File: src/rtl/sevenseg_pkg.sv
//==============================================================================
// Module  : sevenseg_pkg
// Brief   : Shared pin map, FSM states and leading-zero helper for the
//           seven-segment scan controller.
// Revision: 1.0 - initial release
//==============================================================================
`default_nettype none

package sevenseg_pkg;

    localparam logic [11:0]      SEG_MASK = 12'h65B;
    localparam int               DP_IDX   = 2;
    // Common pin index per digit; element 0 is digit0 (rightmost).
    localparam logic [3:0][3:0]  COM_IDX  = {4'd11, 4'd8, 4'd7, 4'd5};
    localparam logic [11:0]      DARK     = 12'h9A0;

    typedef enum logic {
        BLANK = 1'b0,
        DRIVE = 1'b1
    } state_t;

    // Digit k is blanked while it and every digit above it are zero; digit0 always shows.
    function automatic logic [3:0] lz_blank(input logic [15:0] v);
        logic [3:0] s;
        s[3] = (v[15:12] == 4'h0);
        s[2] = s[3] & (v[11:8] == 4'h0);
        s[1] = s[2] & (v[7:4] == 4'h0);
        s[0] = 1'b0;
        return s;
    endfunction

endpackage

`default_nettype wire

File: src/rtl/sevenseg_decoder.sv
//==============================================================================
// Module  : sevenseg_decoder
// Brief   : Hex nibble to seven-segment pattern, already laid out on pin indices.
// Revision: 1.0 - initial release
//==============================================================================
`default_nettype none

module sevenseg_decoder (
    input  logic [3:0]  nibble,
    output logic [11:0] seg
);

    // Segment pins: a=10 b=9 c=6 d=1 e=0 f=3 g=4
    always_comb begin
        seg = 12'h000;
        case (nibble)
            4'h0:    seg = 12'h64B;
            4'h1:    seg = 12'h240;
            4'h2:    seg = 12'h613;
            4'h3:    seg = 12'h652;
            4'h4:    seg = 12'h258;
            4'h5:    seg = 12'h45A;
            4'h6:    seg = 12'h45B;
            4'h7:    seg = 12'h648;
            4'h8:    seg = 12'h65B;
            4'h9:    seg = 12'h65A;
            4'hA:    seg = 12'h659;
            4'hB:    seg = 12'h01B;
            4'hC:    seg = 12'h40B;
            4'hD:    seg = 12'h253;
            4'hE:    seg = 12'h41B;
            default: seg = 12'h419;
        endcase
    end

endmodule

`default_nettype wire

File: src/rtl/sevenseg_scan_ctrl.sv
//==============================================================================
// Module  : sevenseg_scan_ctrl
// Brief   : 4-digit multiplexed seven-segment scanner with dead time and
//           tear-free value updates at frame boundaries.
// Revision: 1.0 - initial release
//==============================================================================
`default_nettype none

module sevenseg_scan_ctrl
    import sevenseg_pkg::*;
#(
    parameter logic [15:0] REFRESH_DIV  = 16'd50000,
    parameter logic [15:0] BLANK_CYCLES = 16'd16
) (
    input  logic        clk,
    input  logic        reset,
    input  logic        val_valid,
    output logic        val_ready,
    input  logic [15:0] val_data,
    input  logic [3:0]  val_dp,
    input  logic [3:0]  dig_en,
    input  logic        lz_suppress,
    output logic [11:0] pins,
    output logic        frame_done
);

    localparam int             RD      = int'(REFRESH_DIV);
    localparam int             BC      = int'(BLANK_CYCLES);
    localparam int             CW      = $clog2((RD > BC) ? RD : BC) + 1;
    localparam logic [CW-1:0]  RD_LAST = CW'(RD - 1);
    localparam logic [CW-1:0]  BC_LAST = CW'(BC - 1);

    state_t         r_state;
    logic [1:0]     r_idx;
    logic [CW-1:0]  r_cnt;
    logic [15:0]    r_shadow;
    logic [3:0]     r_shadow_dp;
    logic [15:0]    r_pend_data;
    logic [3:0]     r_pend_dp;
    logic           r_pend_full;

    logic           w_accept;
    logic           w_boundary;
    logic [15:0]    w_shadow_nxt;
    logic [3:0]     w_dp_nxt;
    logic [3:0]     w_nibble;
    logic [11:0]    w_dec;
    logic [3:0]     w_lz;
    logic [11:0]    w_pattern;

    assign val_ready  = ~r_pend_full & ~reset;
    assign w_accept   = val_valid & val_ready;
    assign w_boundary = (r_state == BLANK) && (r_idx == 2'd0) && (r_cnt == '0);

    // Pattern is built from the post-swap value so a 1-cycle blank slot cannot tear.
    assign w_shadow_nxt = (w_boundary && r_pend_full) ? r_pend_data : r_shadow;
    assign w_dp_nxt     = (w_boundary && r_pend_full) ? r_pend_dp   : r_shadow_dp;
    assign w_nibble     = w_shadow_nxt[{r_idx, 2'b00} +: 4];
    assign w_lz         = lz_suppress ? lz_blank(w_shadow_nxt) : 4'h0;

    sevenseg_decoder u_decoder (
        .nibble (w_nibble),
        .seg    (w_dec)
    );

    always_comb begin
        w_pattern = DARK;
        if (dig_en[r_idx] && !w_lz[r_idx]) begin
            w_pattern = (w_dec & SEG_MASK) | (12'(w_dp_nxt[r_idx]) << DP_IDX)
                      | (DARK & ~(12'd1 << COM_IDX[r_idx]));
        end
    end

    always_ff @(posedge clk or posedge reset) begin
        if (reset) begin
            r_state     <= BLANK;
            r_idx       <= 2'd0;
            r_cnt       <= '0;
            pins        <= DARK;
            frame_done  <= 1'b0;
            r_shadow    <= 16'h0000;
            r_shadow_dp <= 4'h0;
            r_pend_data <= 16'h0000;
            r_pend_dp   <= 4'h0;
            r_pend_full <= 1'b0;
        end else begin
            frame_done <= 1'b0;

            if (w_boundary && r_pend_full) begin
                r_shadow    <= r_pend_data;
                r_shadow_dp <= r_pend_dp;
                r_pend_full <= 1'b0;
            end
            if (w_accept) begin
                r_pend_data <= val_data;
                r_pend_dp   <= val_dp;
                r_pend_full <= 1'b1;
            end

            case (r_state)
                BLANK: begin
                    if (r_cnt == BC_LAST) begin
                        r_state <= DRIVE;
                        r_cnt   <= '0;
                        pins    <= w_pattern;
                    end else begin
                        r_cnt   <= r_cnt + 1'b1;
                    end
                end
                DRIVE: begin
                    if (r_cnt == RD_LAST) begin
                        r_state    <= BLANK;
                        r_cnt      <= '0;
                        r_idx      <= r_idx + 2'd1;
                        pins       <= DARK;
                        frame_done <= (r_idx == 2'd3);
                    end else begin
                        r_cnt      <= r_cnt + 1'b1;
                        pins       <= w_pattern;
                    end
                end
                default: begin
                    r_state <= BLANK;
                    r_cnt   <= '0;
                    pins    <= DARK;
                end
            endcase
        end
    end

endmodule

`default_nettype wire

File: config.mk
export PLATFORM = sky130hd
export DESIGN_NAME = sevenseg_scan_ctrl
export DESIGN_NICKNAME = d
export VERILOG_FILES = /design/src/rtl/sevenseg_pkg.sv /design/src/rtl/sevenseg_decoder.sv /design/src/rtl/sevenseg_scan_ctrl.sv
export SDC_FILE = /design/constraint.sdc
export NUM_CORES = 1
export LEC_CHECK = 0
export BUFFER_PORTS_ARGS = -buffer_cell sky130_fd_sc_hd__buf_2
export CORE_ASPECT_RATIO = 1.1
export CORE_UTILIZATION = 45
export CTS_BUF_LIST = sky130_fd_sc_hd__clkbuf_16
export DETAILED_ROUTE_END_ITERATION = 10
export GPL_TIMING_DRIVEN = 0
export PLACE_DENSITY_LB_ADDON = 0.1
export SYNTH_ARGS = -nofsm -noshare
export SYNTH_HDL_FRONTEND = slang
export SYNTH_SLANG_ARGS = --single-unit
File: constraint.sdc
create_clock -name clk -period 4.6 [get_ports clk]
set_input_delay 0.23 -clock clk [delete_from_list [all_inputs] [get_ports clk]]
set_output_delay 0.23 -clock clk [all_outputs]
set_load 0.01 [all_outputs]
==> metrics.cfg, run 1 <==
[run_status]
status = complete, no violations

[clock_network]
ctsResizeCount = 0
postCtsSetupBuffers = 0
h-tree-depth = 3
cts_inserted_buffers = 9
clk_pin_slew_ns = 0.05
cts_tree = yes
clock_latency_ns = 0.33
clockBufferDepth = 2
ctsHoldBuffers = 1
cts.sinks = 74
clockRootBuffer = clkbuf_16

[critical_path]
cp_data_arrival_time_ns = 4.17
endpoint = pins[10]$_DFFE_PP0P_
path_class = reg -> reg
rr_startpoint = r_idx[1]$_DFFE_PP0P_
cp.required_ns = 4.82
crit_start = r_idx[1]$_DFFE_PP0P_
reg2reg_depth = 13
cp_max_fo = 10
startpoint_type = flip-flop
endpoint_kind = flip-flop
r2r_end = pins[10]$_DFFE_PP0P_
rrSetupSlack_ns = 0.65

[timing]
layout_worst_path_cycle_share_pct = 85.82
finalSetupViolCount = 0
final_max_slew_viol_count = 0
clock_skew_ns = 0.003646
worst_pin_slew_ns = 0.6915
slew_headroom_pct = 53.90
hold_viol = 0
tns_ns = 0
setup_ws_ns = 0.6525
hold_ws_ns = 0.1281
rsz0062_at_grt = no
fmax_mhz = 253.3
min_period_ns = 3.948

[power]
ir_worst_vdd_v = 0.0002638
pwr_density_cell_mw_per_mm2 = 384.8
finalPower_w = 0.001679
p_leak_nw = 2.077

[flow_run]
maxCapViolCount = 0

[drt]
firstDrtPassIters = 4
post_drt_wl_per_cell_um = 15.30
remaining_drc_errors = 0
detail-route-antenna-nets = 0
dr.first_iter.drc_count = 70
vias_per_cell = 5.278
num_vias = 2428
wl_mm = 7.037

[yosys]
synth-compound-area-share_pct = 5.841
ys_top_cells_by_area = dfrtp_1, mux2_2, ha_1
ys.warnings.count = 0
synth_area_sq_mm = 0.003706
ys_async_sr_fraction_pct = 100.0
yosys.area_share.simple_pct = 11.55
synth_xor_area_share_pct = 3.781
yosys-top-cells-count = dfrtp_1, mux2_2, nand2_1, nor2_1, ha_1
postSynthNetCount = 332
seq_area_frac_synth_pct = 50.10
yosysTopAreaCell = dfrtp_1
synth-seq-cells = 74
yosys.area_share.adder_pct = 3.714
postSynthCellCount = 293
synth_ff_type = dfrtp_1
synth_top_family_by_area = multiplexers
yosysMostFrequentCell = dfrtp_1
netlist.area_leader.share_pct = 47.27
synthMuxAreaShare_pct = 22.59
synth.distinct_cells = 47
synth_area_per_cell_sq_um = 12.65
synth-edff-count = 0

[die]
die_w_um = 88.53
die-height_um = 97.18
die_area_sq_mm = 0.008603
top_level_ports = 42
core.rowCount = 34
coreArea_sq_mm = 0.007955
initial_core_util_pct = 46.59

[grt]
grt_pass1_vias = 2521
grtUsageTotal_pct = 19.28
overflow = 0
grt_pass1_wl_mm = 12.39
grt_max_degree = 55
antenna_found_initial = 0

[final_layout]
nNetsFinal = 386
antenna_cells = 0
fillers = 718
multiInputGateArea_sq_mm = 0.001759
syn_to_final_growth_pct = 17.76
seq_area_sq_mm = 0.001857
final_layout_size_suffix_gt1_share_pct = 34.09

[placement]
gp_congestion = 0.7784
portBuffers = 41
dp_hpwl_mm = 5.167
place_worst_setup_slack_ns = 0.6316

[min_path]
timing.hold.worst.class = in -> reg

==> power breakdown <==
part / total [W] / internal (W) / switching (W)
registers: 0.000839 / 0.000751 / 0.0000883
logic: 0.000184 / 0.000124 / 0.0000598
clock network: 0.000656 / 0.000408 / 0.000248
total: 0.00168 / 0.00128 / 0.000396
==> metal layers <==
layer | GRT usage (%) | up-vias | part of all wire (%)
met4 | 8.313 | 0 | 2.1
met3 | 4.843 | 12 | 3.0
li1 | - | 1173 | -
met2 | 29.35 | 44 | 47
met5 | 0 | - | 0
met1 | 25.90 | 1199 | 48
==> flip-flops by register name, summed over array words and instances (netlist names) <==
name,cells
frame_done,1
pins,12
r_cnt,17
r_idx,2
r_pend_data,16
r_pend_dp,4
r_pend_full,1
r_shadow,16
r_shadow_dp,4
r_state,1
==> cell families (layout without fill, tap and decap cells) <==
group	count (synthesis)	in the layout
AO/OA/AOI/OAI	29	29
XOR/XNOR	16	16
adder cells (fa/ha/maj)	11	11
buffers and inverters	20	79
flip-flops	74	74
multiplexers	64	64
AND/OR/NAND/NOR	79	79
==> worst max-delay path: stages, from the launching register on <==
cell      delay (ns)
dfrtp_1         0.37
clkbuf_1        0.47
inv_1           0.28
ha_1            0.28
and4_4          0.18
nand3_4         0.14
buf_6           0.17
mux4_1          0.62
mux2i_2         0.33
ha_1            0.36
mux2i_1         0.11
a21oi_1         0.18
o22ai_1         0.13
a22o_1          0.20
==> worst min-delay path by stage <==
stage	startpoint	to	slack [ns]	cells after the start
final	val_data[10]	r_pend_data[10]$_DFFE_PP0P_	0.13	2
after global routing	val_dp[1]	r_pend_dp[1]$_DFFE_PP0P_	0.12	2
after CTS	val_data[4]	r_pend_data[4]$_DFFE_PP0P_	0.12	2
after detailed placement	reset	r_pend_data[7]$_DFFE_PP0P_	0.22	2
after global placement	pins[4]$_DFFE_PP0P_	pins[4]$_DFFE_PP0P_	0.45	1
after floorplan	val_data[15]	r_pend_data[15]$_DFFE_PP0P_	0.38	1
==> metrics by stage <==
| step | area [sq um] | cells | utilization, % |
|---|---|---|---|
| after detailed placement | 4076 | 443 | 51.24 |
| final | 4364 | 460 | 54.86 |
| after floorplan | 3706 | 293 | - |
| after global routing | 4364 | 460 | 54.86 |
| after CTS | 4364 | 460 | 54.86 |
| after global placement | 4046 | 442 | 50.87 |
==> layout make-up <==
class	count	area share [%]
multi-input cells	199	40.31
repair buffers	43	5.562
plain buffers	9	1.118
flip-flops and latches	74	42.55
clock buffers	9	5.161
well taps	108	3.096
clock inverters	7	1.204
inverters	11	1.003
==> layout by cell type (no fill, tap or decap), drive strengths merged, types with 2 or more instances in the layout <==
master / n
nor4: 7
a21oi: 8
buf: 44
nor2: 21
nand2: 21
mux2i: 10
and2: 3
and4: 3
or3: 2
xnor2: 9
inv: 13
nand3: 11
ha: 11
a21o: 2
a22o: 5
clkbuf: 16
and3: 5
clkinv: 4
dfstp: 4
o31ai: 2
o21ai: 3
mux4: 8
xor2: 7
mux2: 46
nor4b: 2
dfrtp: 70
Power figures use the tool's default switching activity.
==> inputs of run 2 (changes only) <==
--- a/config.mk
+++ b/config.mk
@@ -12,6 +12,7 @@
 export DETAILED_ROUTE_END_ITERATION = 10
 export GPL_TIMING_DRIVEN = 0
 export PLACE_DENSITY_LB_ADDON = 0.1
+export REMOVE_ABC_BUFFERS = 1
 export SYNTH_ARGS = -nofsm -noshare
 export SYNTH_HDL_FRONTEND = slang
 export SYNTH_SLANG_ARGS = --single-unit
==> run 2 against run 1 <==
Net effect: utilization down 0.24 points; register-to-register slack better by 0.09 ns; first-iteration DRC count grew 1.4%; sequential share of layout area rose by 0.18 points; fmax up 2.5%; worst hold slack about the same; clock power is 11% higher; via count shrank 1.6%; count of clock-buffer cells in the layout unchanged; clock skew rose by 0.0049 ns; cell count decreased by 2.2%; final area shrank 0.43%; largest power group unchanged; highest routed layer unchanged.
==> metrics.cfg, run 2 (synthesis gave the netlist of run 1 again) <==
[run_status]
status = complete, no violations  ; unchanged

[die]
top_level_ports = 42  ; unchanged
initial_core_util_pct = 46.59  ; unchanged
core.rowCount = 34  ; unchanged
die_w_um = 88.53  ; unchanged
die_area_sq_mm = 0.008603  ; unchanged
coreArea_sq_mm = 0.007955  ; unchanged
die-height_um = 97.18  ; unchanged

[drt]
wl_mm = 7.046  ; was 7.037 mm
num_vias = 2389  ; was 2428
vias_per_cell = 5.309  ; was 5.278
firstDrtPassIters = 4  ; unchanged
post_drt_wl_per_cell_um = 15.66  ; was 15.30 um
remaining_drc_errors = 0  ; unchanged
dr.first_iter.drc_count = 71  ; was 70
detail-route-antenna-nets = 0  ; unchanged

[critical_path]
endpoint_kind = flip-flop  ; unchanged
slowest_stage = mux4_1  ; unchanged
cp_max_fo = 32  ; was 10
crit_chain = inv_1 -> ha_1 -> and4_4 -> nand3_4 -> mux4_1 -> mux2i_4 -> inv_1 -> ha_1 -> o31ai_1 -> a21oi_1 -> o22ai_1 -> a22o_1  ; was clkbuf_1 -> inv_1 -> ha_1 -> and4_4 -> nand3_4 -> buf_6 -> mux4_1 -> mux2i_2 -> ha_1 -> mux2i_1 -> a21oi_1 -> o22ai_1 -> a22o_1
cp.depth = 12  ; was 13
crit_buf_inv = 2  ; was 3
reg2reg_depth = 12  ; was 13
cp_slowest_stage_delay_ns = 0.67  ; was 0.62 ns
cp.required_ns = 4.86  ; was 4.82 ns
cp_data_arrival_time_ns = 4.12  ; was 4.17 ns
cp_top_family = multiplexers  ; unchanged
path_class = reg -> reg  ; unchanged
startpoint_type = flip-flop  ; unchanged

[final_layout]
final_cells = 450  ; was 460
utilization_pct = 54.62  ; was 54.86%
mostFrequentLayoutCells = dfrtp_1, mux2_2, buf_2  ; unchanged
final_common_cell = dfrtp_1  ; unchanged
nNetsFinal = 377  ; was 386
syn_to_final_growth_pct = 17.25  ; was 17.76%
final_layout_size_suffix_gt1_share_pct = 35.38  ; was 34.09%
largest_reg_flops = 17  ; unchanged
regMostFlops = r_cnt  ; unchanged
antenna_cells = 0  ; unchanged
final_cell_area_sq_mm = 0.004345  ; was 0.004364 sq mm
fillers = 721  ; was 718
reg_top3 = r_cnt x17, r_pend_data x16, r_shadow x16  ; unchanged

[placement]
gp_congestion = 0.7808  ; was 0.7784
place_area_sq_mm = 0.004028  ; was 0.004076 sq mm
dp_hpwl_mm = 4.914  ; was 5.167 mm
place_worst_setup_slack_ns = 0.7643  ; was 0.6316 ns
dp_cells = 434  ; was 443
portBuffers = 41  ; unchanged

[clock_network]
cts.sinks = 74  ; unchanged
h-tree-depth = 3  ; unchanged
clockBufferDepth = 2  ; unchanged
clockRootBuffer = clkbuf_16  ; unchanged
cts_inserted_buffers = 9  ; unchanged
ctsHoldBuffers = 1  ; unchanged
ctsResizeCount = 0  ; unchanged
clock_latency_ns = 0.33  ; about the same
clk_pin_slew_ns = 0.06  ; was 0.05 ns
postCtsSetupBuffers = 0  ; unchanged
cts_tree = yes  ; unchanged

[timing]
rsz0062_at_grt = no  ; unchanged
clock_skew_ns = 0.008526  ; was 0.003646 ns
min_period_ns = 3.853  ; was 3.948 ns
tns_ns = 0  ; unchanged
worst_pin_slew_ns = 0.9621  ; was 0.6915 ns
setup_ws_ns = 0.7470  ; was 0.6525 ns
fmax_mhz = 259.5  ; was 253.3 MHz
slew_headroom_pct = 35.86  ; was 53.90%
layout_worst_path_cycle_share_pct = 83.76  ; was 85.82%
hold_viol = 0  ; unchanged
final_max_slew_viol_count = 0  ; unchanged
finalSetupViolCount = 0  ; unchanged

[min_path]
timing.hold.worst.class = in -> reg  ; unchanged
holdPathStages = 2  ; unchanged

[grt]
grt_pass1_wl_mm = 12.23  ; was 12.39 mm
antenna_found_initial = 0  ; unchanged
overflow = 0  ; unchanged
grt_pass1_vias = 2491  ; was 2521
grtUsageTotal_pct = 18.59  ; was 19.28%
grt_max_degree = 50  ; was 55

[flow_run]
maxCapViolCount = 0  ; unchanged

[power]
pwr_density_cell_mw_per_mm2 = 402.2  ; was 384.8 mW/mm^2
ir_worst_vdd_v = 0.0002257  ; was 0.0002638 V
p_leak_nw = 2.057  ; was 2.077 nW

==> run 2: layer usage <==
layer / vias to the layer above / GRT usage, % / share of wire (%)
li1: 1152 / - / -
met1: 1187 / 25.46 / 48
met2: 38 / 29.11 / 47
met3: 12 / 3.314 / 2.8
met4: 0 / 7.196 / 1.8
met5: - / 0 / 0
==> run 2: power by group <==
group          leakage, nW  internal, W  total [W]  switching [W]
Combinational        0.972     0.000124   0.000184      0.0000599
Clock                0.143     0.000468   0.000728       0.000261
Sequential           0.943     0.000750   0.000836      0.0000853
Total                 2.06      0.00134    0.00175       0.000406
==> run 2: area by class of cell <==
class                   count  area (sq um)  area share [%]
flip-flops and latches     74          1857           42.73
clock buffers               9         225.2           5.183
multi-input cells         199          1759           40.48
clock inverters             6         82.58           1.900
inverters                  11         43.79           1.008
repair buffers             43         242.7           5.586
well taps                 108         135.1           3.110
==> run 2: worst paths after layout <==
kind / startpoint / to / slack [ns]
setup / recovery: r_idx[1]$_DFFE_PP0P_ / pins[10]$_DFFE_PP0P_ / 0.75
hold / removal: val_data[11] / r_pend_data[11]$_DFFE_PP0P_ / 0.13
setup reg to reg: r_idx[1]$_DFFE_PP0P_ / pins[10]$_DFFE_PP0P_ / 0.75
hold reg to reg: pins[4]$_DFFE_PP0P_ / pins[4]$_DFFE_PP0P_ / 0.48
max in group asynchronous: reset / r_shadow[10]$_DFF_PP0_ / 3.61
min in group asynchronous: reset / r_cnt[4]$_DFF_PP0_ / 0.44
==> run 2: through the flow <==
step	total power (W)	hold WS [ns]
2_1_floorplan	0.0009612	0.3817
3_3_place_gp	0.001022	0.4574
3_5_place_dp	0.001035	0.2472
4_1_cts	0.001766	0.1227
5_1_grt	0.001824	0.1258
6_report	0.001748	0.1283
==> inputs of run 3 (changes only) <==
==> constraint.sdc (replaced) <==
create_clock -name clk -period 3.1 [get_ports clk]
set_input_delay 0.155 -clock clk [delete_from_list [all_inputs] [get_ports clk]]
set_output_delay 0.155 -clock clk [all_outputs]
set_load 0.01 [all_outputs]
==> run 3 against run 2 <==
Net effect: flip-flop and latch count unchanged; clock skew about the same; critical path depth down 1; worst hold slack got worse by 0.077 ns; worst setup slack got worse by 0.69 ns; cell count rose by 6.2%; global-route usage is 1.1 points higher; sequential share of layout area is 2.9 points lower; routed wire length rose by 12%; utilization up 4.0 points; non-clock buffer count increased by 27; clock power rose by 50%; critical endpoint is now pins[4]$_DFFE_PP0P_.
==> metrics.cfg, run 3 (synthesis gave the netlist of run 1 again) <==
[run_status]
status = complete, no violations  ; unchanged

[timing]
rsz0062_at_grt = yes  ; was no
hold_viol = 0  ; unchanged
layout_worst_path_cycle_share_pct = 98.23  ; was 83.76%
slew_headroom_pct = 35.99  ; was 35.86%
finalSetupViolCount = 0  ; unchanged
fmax_mhz = 328.4  ; was 259.5 MHz
worst_pin_slew_ns = 0.9602  ; was 0.9621 ns
min_period_ns = 3.045  ; was 3.853 ns
final_max_slew_viol_count = 0  ; unchanged
hold_ws_ns = 0.05156  ; was 0.1283 ns
clock_skew_ns = 0.008411  ; was 0.008526 ns

[clock_network]
cts.sinks = 74  ; unchanged
clk_pin_slew_ns = 0.06  ; about the same
clockRootBuffer = clkbuf_16  ; unchanged
clockBufferDepth = 2  ; unchanged
clock_latency_ns = 0.33  ; about the same
h-tree-depth = 3  ; unchanged
cts_inserted_buffers = 9  ; unchanged
cts_tree = yes  ; unchanged

[die]
top_level_ports = 42  ; unchanged
die_w_um = 88.53  ; unchanged
core.rowCount = 34  ; unchanged
coreArea_sq_mm = 0.007955  ; unchanged
die-height_um = 97.18  ; unchanged
initial_core_util_pct = 46.59  ; unchanged
die_area_sq_mm = 0.008603  ; unchanged

[critical_path]
reg2reg_depth = 11  ; was 12
path_class = reg -> reg  ; unchanged
endpoint_kind = flip-flop  ; unchanged
cp.required_ns = 3.37  ; was 4.86 ns
cp_data_arrival_time_ns = 3.32  ; was 4.12 ns
cp_max_fo = 8  ; was 32
startpoint_type = flip-flop  ; unchanged

[grt]
antenna_found_initial = 0  ; unchanged
grt_max_degree = 50  ; unchanged
grt_pass1_wl_mm = 12.92  ; was 12.23 mm
grt_pass1_vias = 2603  ; was 2491
overflow = 0  ; unchanged
grtUsageTotal_pct = 19.66  ; was 18.59%

[final_layout]
syn_to_final_growth_pct = 25.89  ; was 17.25%
mostFrequentLayoutCells = dfrtp_1, mux2_2, buf_2  ; unchanged
nNetsFinal = 405  ; was 377
final_common_cell = dfrtp_1  ; unchanged
regMostFlops = r_cnt  ; unchanged
final_layout_size_suffix_gt1_share_pct = 45.14  ; was 35.38%
reg_top3 = r_cnt x17, r_pend_data x16, r_shadow x16  ; unchanged
largest_reg_flops = 17  ; unchanged
antenna_cells = 0  ; unchanged

[power]
ir_worst_vdd_v = 0.0003320  ; was 0.0002257 V
pwr_density_cell_mw_per_mm2 = 560.6  ; was 402.2 mW/mm^2
finalPower_w = 0.002615  ; was 0.001748 W
p_leak_nw = 2.161  ; was 2.057 nW

[placement]
portBuffers = 41  ; unchanged
gp_congestion = 0.7808  ; unchanged
dp_hpwl_mm = 4.914  ; unchanged

[drt]
detail-route-antenna-nets = 0  ; unchanged
wl_mm = 7.885  ; was 7.046 mm
firstDrtPassIters = 4  ; unchanged
num_vias = 2537  ; was 2389
vias_per_cell = 5.308  ; was 5.309
remaining_drc_errors = 0  ; unchanged
dr.first_iter.drc_count = 79  ; was 71
post_drt_wl_per_cell_um = 16.50  ; was 15.66 um

[flow_run]
maxCapViolCount = 0  ; unchanged

[min_path]
holdPathStages = 2  ; unchanged
timing.hold.worst.class = in -> reg  ; unchanged

[run 3: changes by cell type in the layout (fill, tap and decap cells not counted), sizes merged]
cell and change:
nand3 +1, buf +27
[run 3: worst max-delay path: stages, from the launching register on]
cell	delay [ns]
dfrtp_2	0.41
inv_2	0.19
ha_1	0.25
and4_4	0.26
nand3_4	0.15
mux4_2	0.51
mux2i_4	0.25
inv_2	0.09
ha_1	0.25
mux2_4	0.29
a221oi_2	0.24
a21o_1	0.11
[run 3: metal layers]
| layer | track usage (%) | wire [um] | part of all wire [%] | up-vias |
|---|---|---|---|---|
| met5 | 0 | 0 | 0 | - |
| met1 | 27.07 | 3637 | 46 | 1255 |
| met2 | 30.59 | 3805 | 48 | 61 |
| met4 | 8.065 | 172 | 2.2 | 0 |
| met3 | 3.314 | 270 | 3.4 | 14 |
| li1 | - | - | - | 1207 |
[run 3: worst paths after layout]
path                                      startpoint                     endpoint  slack (ns)
max in group asynchronous                      reset        r_shadow[7]$_DFF_PP0_        2.19
worst min-delay path                    val_data[11]  r_pend_data[11]$_DFFE_PP0P_        0.05
worst min register to register    r_cnt[0]$_DFF_PP0_           r_cnt[0]$_DFF_PP0_        0.47
min in group asynchronous                      reset           r_cnt[4]$_DFF_PP0_        0.36
worst max register to register  r_idx[1]$_DFFE_PP0P_          pins[4]$_DFFE_PP0P_        0.05
worst max-delay path            r_idx[1]$_DFFE_PP0P_          pins[4]$_DFFE_PP0P_        0.05
[run 3: area by class of cell]
class	instances	area [sq um]
Inverter	11	46.29
Fill cell	682	3289
Sequential cell	74	1861
Clock buffer	9	225.2
Timing Repair Buffer	70	449.2
Clock inverter	6	82.58
Multi-Input combinational cell	200	1867
Tap cell	108	135.1
[run 3: power by group]
group	internal, W	switching (W)
combinational	0.000188	0.0000939
clock	0.000694	0.000392
sequential	0.00111	0.000135
total	0.00200	0.000620
[run 3: metrics by stage]
step | std cells | setup slack (ns) | area, sq um | util, % | setup TNS, ns
2_1_floorplan | 284 | -0.1925 | 3657 | - | -0.4162
3_3_place_gp | 433 | -0.7301 | 3998 | 50.25 | -4.472
3_5_place_dp | 434 | -0.7357 | 4028 | 50.63 | -4.435
4_1_cts | 462 | 0.0001288 | 4441 | 55.82 | 0
5_1_grt | 478 | -0.09403 | 4666 | 58.65 | -0.2230
6_report | 478 | 0.05487 | 4666 | 58.65 | 0
[run 3: what timing repair did]
item / CTS / global route
setup endpoints to repair: 11 / 7
hold buffers: 1 / 0
endpoints found under the hold margin: 21 / 0
setup buffers: 11 / 16
gates cloned: 1 / 0
pin swaps: 1 / 2
gates resized for setup: 10 / 19
